===== src/rtl/vga_draw_pkg.sv =====
// Shared drawing-engine definitions: FSM encoding and
// resolution-derived coordinate widths and screen bounds.
package vga_draw_pkg;

  typedef enum logic [1:0] {
    IDLE = 2'd0,
    FILL = 2'd1,
    DONE = 2'd2
  } state_t;

  // Resolution strings are all seven characters wide.
  function automatic int res_nx(input logic [55:0] r);
    if (r == "320x240") return 9;
    if (r == "160x120") return 8;
    return 10;
  endfunction

  function automatic int res_ny(input logic [55:0] r);
    if (r == "320x240") return 8;
    if (r == "160x120") return 7;
    return 9;
  endfunction

  function automatic int res_cols(input logic [55:0] r);
    if (r == "320x240") return 320;
    if (r == "160x120") return 160;
    return 640;
  endfunction

  function automatic int res_rows(input logic [55:0] r);
    if (r == "320x240") return 240;
    if (r == "160x120") return 120;
    return 480;
  endfunction

endpackage


===== src/rtl/vga_raster_counter.sv =====
// 2D raster counter: i runs 0..w-1 inside j 0..h-1, exposes
// the next step combinationally and flags the final pixel.
module vga_raster_counter #(
  parameter int nX = 10,
  parameter int nY = 9
) (
  input  logic          clock,
  input  logic          resetn,
  input  logic          i_load,
  input  logic          i_step,
  input  logic [nX-1:0] i_w,
  input  logic [nY-1:0] i_h,
  output logic [nX-1:0] o_i_nxt,
  output logic [nY-1:0] o_j_nxt,
  output logic          o_last
);

  logic [nX-1:0] r_i;
  logic [nY-1:0] r_j;
  logic          w_eol;

  assign w_eol   = (r_i == i_w - 1'b1);
  assign o_last  = w_eol && (r_j == i_h - 1'b1);
  assign o_i_nxt = w_eol ? '0 : r_i + 1'b1;
  assign o_j_nxt = w_eol ? r_j + 1'b1 : r_j;

  always_ff @(posedge clock or negedge resetn) begin
    if (!resetn) begin
      r_i <= '0;
      r_j <= '0;
    end else if (i_load) begin
      r_i <= '0;
      r_j <= '0;
    end else if (i_step) begin
      r_i <= o_i_nxt;
      r_j <= o_j_nxt;
    end
  end

endmodule


===== src/rtl/vga_rect_filler.sv =====
// Rectangle fill engine feeding the VGA adapter pixel port.
// Define VGA_RECT_CLIP_EN to mask writes outside the screen.
module vga_rect_filler
  import vga_draw_pkg::*;
#(
  parameter logic [55:0] RESOLUTION  = "640x480",
  parameter int          COLOR_DEPTH = 9,
  localparam int         nX = res_nx(RESOLUTION),
  localparam int         nY = res_ny(RESOLUTION)
) (
  input  logic                   clock,
  input  logic                   resetn,
  input  logic                   cmd_valid,
  output logic                   cmd_ready,
  input  logic [nX-1:0]          cmd_x,
  input  logic [nY-1:0]          cmd_y,
  input  logic [nX-1:0]          cmd_w,
  input  logic [nY-1:0]          cmd_h,
  input  logic [COLOR_DEPTH-1:0] cmd_color,
  output logic [nX-1:0]          x,
  output logic [nY-1:0]          y,
  output logic [COLOR_DEPTH-1:0] color,
  output logic                   write,
  output logic                   busy,
  output logic                   done
);

  state_t r_state, w_next;

  logic [nX-1:0]          r_x0, r_w, r_x;
  logic [nY-1:0]          r_y0, r_h, r_y;
  logic [COLOR_DEPTH-1:0] r_col, r_color;
  logic                   r_write;

  logic          w_hs, w_empty, w_last, w_pix, w_wr;
  logic [nX-1:0] w_i_nxt, w_bx, w_oi, w_xo;
  logic [nY-1:0] w_j_nxt, w_by, w_oj, w_yo;

  assign cmd_ready = (r_state == IDLE);
  assign busy      = (r_state == FILL);
  assign done      = (r_state == DONE);
  assign x         = r_x;
  assign y         = r_y;
  assign color     = r_color;
  assign write     = r_write;

  assign w_hs    = cmd_valid && cmd_ready;
  assign w_empty = (cmd_w == '0) || (cmd_h == '0);

  vga_raster_counter #(.nX(nX), .nY(nY)) u_cnt (
    .clock   (clock),
    .resetn  (resetn),
    .i_load  (w_hs),
    .i_step  (busy),
    .i_w     (r_w),
    .i_h     (r_h),
    .o_i_nxt (w_i_nxt),
    .o_j_nxt (w_j_nxt),
    .o_last  (w_last)
  );

  // The pixel registered at an edge is the one shown next cycle,
  // so the handshake edge emits (x0,y0) straight from the command.
  assign w_bx  = w_hs ? cmd_x : r_x0;
  assign w_by  = w_hs ? cmd_y : r_y0;
  assign w_oi  = w_hs ? '0 : w_i_nxt;
  assign w_oj  = w_hs ? '0 : w_j_nxt;
  assign w_pix = (w_hs && !w_empty) || (busy && !w_last);

`ifdef VGA_RECT_CLIP_EN
  localparam int COLS = res_cols(RESOLUTION);
  localparam int ROWS = res_rows(RESOLUTION);
  localparam logic [nX:0] COLS_L = COLS[nX:0];
  localparam logic [nY:0] ROWS_L = ROWS[nY:0];

  logic [nX:0] w_xs;
  logic [nY:0] w_ys;

  assign w_xs = {1'b0, w_bx} + {1'b0, w_oi};
  assign w_ys = {1'b0, w_by} + {1'b0, w_oj};
  assign w_xo = w_xs[nX-1:0];
  assign w_yo = w_ys[nY-1:0];
  assign w_wr = w_pix && (w_xs < COLS_L) && (w_ys < ROWS_L);
`else
  assign w_xo = w_bx + w_oi;
  assign w_yo = w_by + w_oj;
  assign w_wr = w_pix;
`endif

  always_ff @(posedge clock or negedge resetn) begin
    if (!resetn) r_state <= IDLE;
    else         r_state <= w_next;
  end

  always_comb begin
    w_next = r_state;
    unique case (r_state)
      IDLE:    if (w_hs) w_next = w_empty ? DONE : FILL;
      FILL:    if (w_last) w_next = DONE;
      DONE:    w_next = IDLE;
      default: w_next = IDLE;
    endcase
  end

  always_ff @(posedge clock or negedge resetn) begin
    if (!resetn) begin
      r_x0    <= '0;
      r_y0    <= '0;
      r_w     <= '0;
      r_h     <= '0;
      r_col   <= '0;
      r_x     <= '0;
      r_y     <= '0;
      r_color <= '0;
      r_write <= 1'b0;
    end else begin
      r_write <= w_wr;
      if (w_hs) begin
        r_x0  <= cmd_x;
        r_y0  <= cmd_y;
        r_w   <= cmd_w;
        r_h   <= cmd_h;
        r_col <= cmd_color;
      end
      if (w_pix) begin
        r_x     <= w_xo;
        r_y     <= w_yo;
        r_color <= w_hs ? cmd_color : r_col;
      end
    end
  end

endmodule


===== config.mk =====
export PLATFORM = sky130hd
export DESIGN_NAME = vga_rect_filler
export DESIGN_NICKNAME = d
export VERILOG_FILES = /design/src/rtl/vga_draw_pkg.sv /design/src/rtl/vga_raster_counter.sv /design/src/rtl/vga_rect_filler.sv
export SDC_FILE = /design/constraint.sdc
export NUM_CORES = 1
export LEC_CHECK = 0
export BUFFER_PORTS_ARGS = -buffer_cell sky130_fd_sc_hd__buf_2
export CORE_ASPECT_RATIO = 0.8
export CORE_MARGIN = 2
export CORE_UTILIZATION = 55
export CTS_BUF_LIST = sky130_fd_sc_hd__clkbuf_8
export DETAILED_ROUTE_END_ITERATION = 8
export PLACE_DENSITY_LB_ADDON = 0.25
export SLEW_MARGIN = 20
export SYNTH_ARGS = -nofsm -noshare
export SYNTH_HDL_FRONTEND = slang
export SYNTH_SLANG_ARGS = --single-unit

===== constraint.sdc =====
create_clock -name clock -period 7.7 [get_ports clock]
set_clock_uncertainty 0.1 [all_clocks]
set_input_delay 1.155 -clock clock [delete_from_list [all_inputs] [get_ports clock]]
set_output_delay 1.155 -clock clock [all_outputs]
set_load 0.02 [all_outputs]

==> impl_metrics.ini <==
[sta]
period_share_pct = 67.85
rsz0062_at_grt = false
relSlewSlack_pct = 37.00
maxSlewViolCount = 0
tns_ps = 0
worst_slack_ps = 2476
hold_viol_final = 0
timing.fmax_mhz = 191.4
worstMarginPinSlew_ps = 945.0
period_needed_ps = 5224
setup_viol = 0

[routing]
ant_nets = 0
drt_iter0_drc = 320
wl_per_cell_um = 15.14
avgViaCountPerCell = 5.613
drt_pass1_iterations = 5
routed_wl_mm = 12.55
drc = 0
num_vias = 4653

[synthesis]
synth_top_area_share_pct = 43.78
yosys_warnings = 0
synth_area_leaders = dfrtp_1 (44%), nand2_1 (10%), xnor2_1 (4.9%)
synth_seq_cells = 97
ys_async_sr_fraction_pct = 100.0
syn-cell-area_mm2 = 0.005544
netlist_instances = 626
yosysTopAreaCell = dfrtp_1
avgSynthCellArea_um2 = 8.856
synth.most_common_cell = nand2_1
synth_edf_count = 0
syn_nets = 699
yosysUniqueCellTypes = 59
synth_common_cells = nand2_1 (149), dfrtp_1 (97), nor2_1 (58)
synth_flop_cell = dfrtp_1
yosysSeqAreaShare_pct = 43.78

[setup_path]
worstPathRequired_ps = 7870
reg2reg_depth = 18
crit_chain = inv_1 > ha_1 > nor4b_4 > nor3b_1 > nand2_1 > o211ai_1 > and3_1 > or2_2 > nor2_1 > ha_1 > nand3_1 > o221ai_1 > nor4_1 > o41ai_2 > nor2_1 > a221oi_2 > nand3_1 > mux2_2
start_kind = flop
crit_path_end_kind = flop
cp.buffers_inverters = 1
crit_arrival_ps = 5390
critPathMaxStageDelay_ps = 750
cp_top_family = simple AND/OR/NAND/NOR gates
crit_fanout = 24
worstSetupPathType = flop to flop
crit_slowest_cell = and3_1
worst-path-stages = 18

[global_routing]
grtUsageMet2_pct = 43.60
globalRouteMet1Util_pct = 30.27
grt_pass1_wl_mm = 21.04
grt_overflow_total = 0
grt_busiest_layer = met2
track_usage_pct = 24.46
use_met3_pct = 4.258
grt_max_degree = 73
grt_pass1_vias = 4655
antenna_found_initial = 0

[floorplan]
die_w_um = 116.3
io_pins = 82
core-area_mm2 = 0.009729
row_count = 32
start_util_pct = 56.98
die_area_mm2 = 0.01090
die_y_um = 93.80

[pwr]
p_per_area_mw_per_mm2 = 297.8
max-vdd-ir-drop_v = 0.0002061
p_leak_nw = 3.067
power_mw = 1.843

[finish]
stdcell_area_mm2 = 0.006190
drive_gt1_share_pct = 17.32
syn_to_final_growth_pct = 11.65
instances_no_fill = 829
nets = 761
diodes = 0

[clock_network]
worstSkewPairLatency_ps = 380
cts_tree = done
cts_buffers = 9
h-tree-depth = 3
post_cts_resized = 0
cts_sinks = 97
clockBufferDepth = 2
cts_setup_buffers = 0
clk_pin_slew_ps = 100
ctsHoldBuffers = 0
cts_root_buffer = clkbuf_8

[placed_design]
gp_congestion = 0.9399
hpwl_mm = 8.905
place_ws_ps = 2612
io_buffers = 81
dp.cells = 813
dpl-instance-area_mm2 = 0.005982

[outcome]
run_status = complete, no violations

[hold_path]
hold-path-cell-count = 2
hp-class = flop to flop

[flow_run]
drv_cap = 0
worst paths after layout:
kind	start	end	slack, ps
setup / recovery	r_w[0]$_DFFE_PN0P_	x[9]$_DFFE_PN0P_	2480
hold / removal	r_col[6]$_DFF_PN0_	r_col[6]$_DFF_PN0_	380
setup reg to reg	r_w[0]$_DFFE_PN0P_	x[9]$_DFFE_PN0P_	2480
hold reg to reg	r_col[6]$_DFF_PN0_	r_col[6]$_DFF_PN0_	380
max in group asynchronous	resetn	r_w[9]$_DFFE_PN0P_	5710
min in group asynchronous	resetn	y[7]$_DFFE_PN0P_	560
where the power goes:
part	internal, mW	switching, mW
Combinational	0.334	0.405
Sequential	0.627	0.122
Clock	0.163	0.193
cells in the final DEF, fill, tap and decap left out, drive strengths merged, types with 5 or more instances in the layout:
cell	netlist	layout
a21oi	26	26
a31oi	14	14
and3	8	8
buf	15	84
clkbuf	18	10
dfrtp	97	97
ha	21	21
inv	17	21
mux2	9	9
nand2	149	149
nand2b	6	6
nand3	14	14
nand4	5	5
nor2	59	59
nor3	13	13
nor3b	6	6
nor4	6	6
o21ai	27	27
or3	5	5
xnor2	31	31
xor2	25	25
layer usage:
metal	vias to the layer above	wire [um]
met3	21	516
li1	2249	-
met4	0	224
met1	2257	5455
met2	126	6352
met5	-	0
kinds of logic (layout without fill, tap and decap cells):
group                      Yosys count  after routing  synth area share [%]
xor gates and xnor gates            56             56                 8.847
muxes                               13             13                 3.024
DFF                                 97             97                 43.78
AOI/OAI and AO/OA                  103            103                 11.92
adders and majority gates           23             23                 5.462
buffers and inverters               50            117                 4.130
and+or+nand+nor                    284            284                 22.84
cell type report:
type / count / area, um^2
Clock inverter: 6 / 70.07
Sequential cell: 97 / 2427
Fill cell: 842 / 3540
Inverter: 17 / 63.81
Tap cell: 136 / 170.2
Timing Repair Buffer: 84 / 430.4
Multi-Input combinational cell: 479 / 2890
Clock buffer: 10 / 137.6
worst reg2reg max path, delay by kind of cell (launching register included):
kind | cells | cell delay (ps)
adders and majority gates | 2 | 570
AOI/OAI and AO/OA | 4 | 1290
buffers and inverters | 1 | 90
muxes | 1 | 270
DFF | 1 | 430
and+or+nand+nor | 10 | 2360
through the flow:
stage,util (%),hold slack [ps]
floorplan,-,339.4
global placement,61.48,350.7
detailed placement,61.48,360.9
CTS,63.62,386.4
global route,63.62,420.2
finish,63.62,381.6
registers in the layout, summed over array words and instances, names as in the netlist:
signal / cells
r_w: 10
write: 1
color: 9
r_y0: 9
r_x0: 10
x: 10
r_h: 9
y: 9
r_col: 9
r_state: 2
u_cnt.r_j: 9
u_cnt.r_i: 10
No activity file was read; power rests on OpenSTA's default activity.
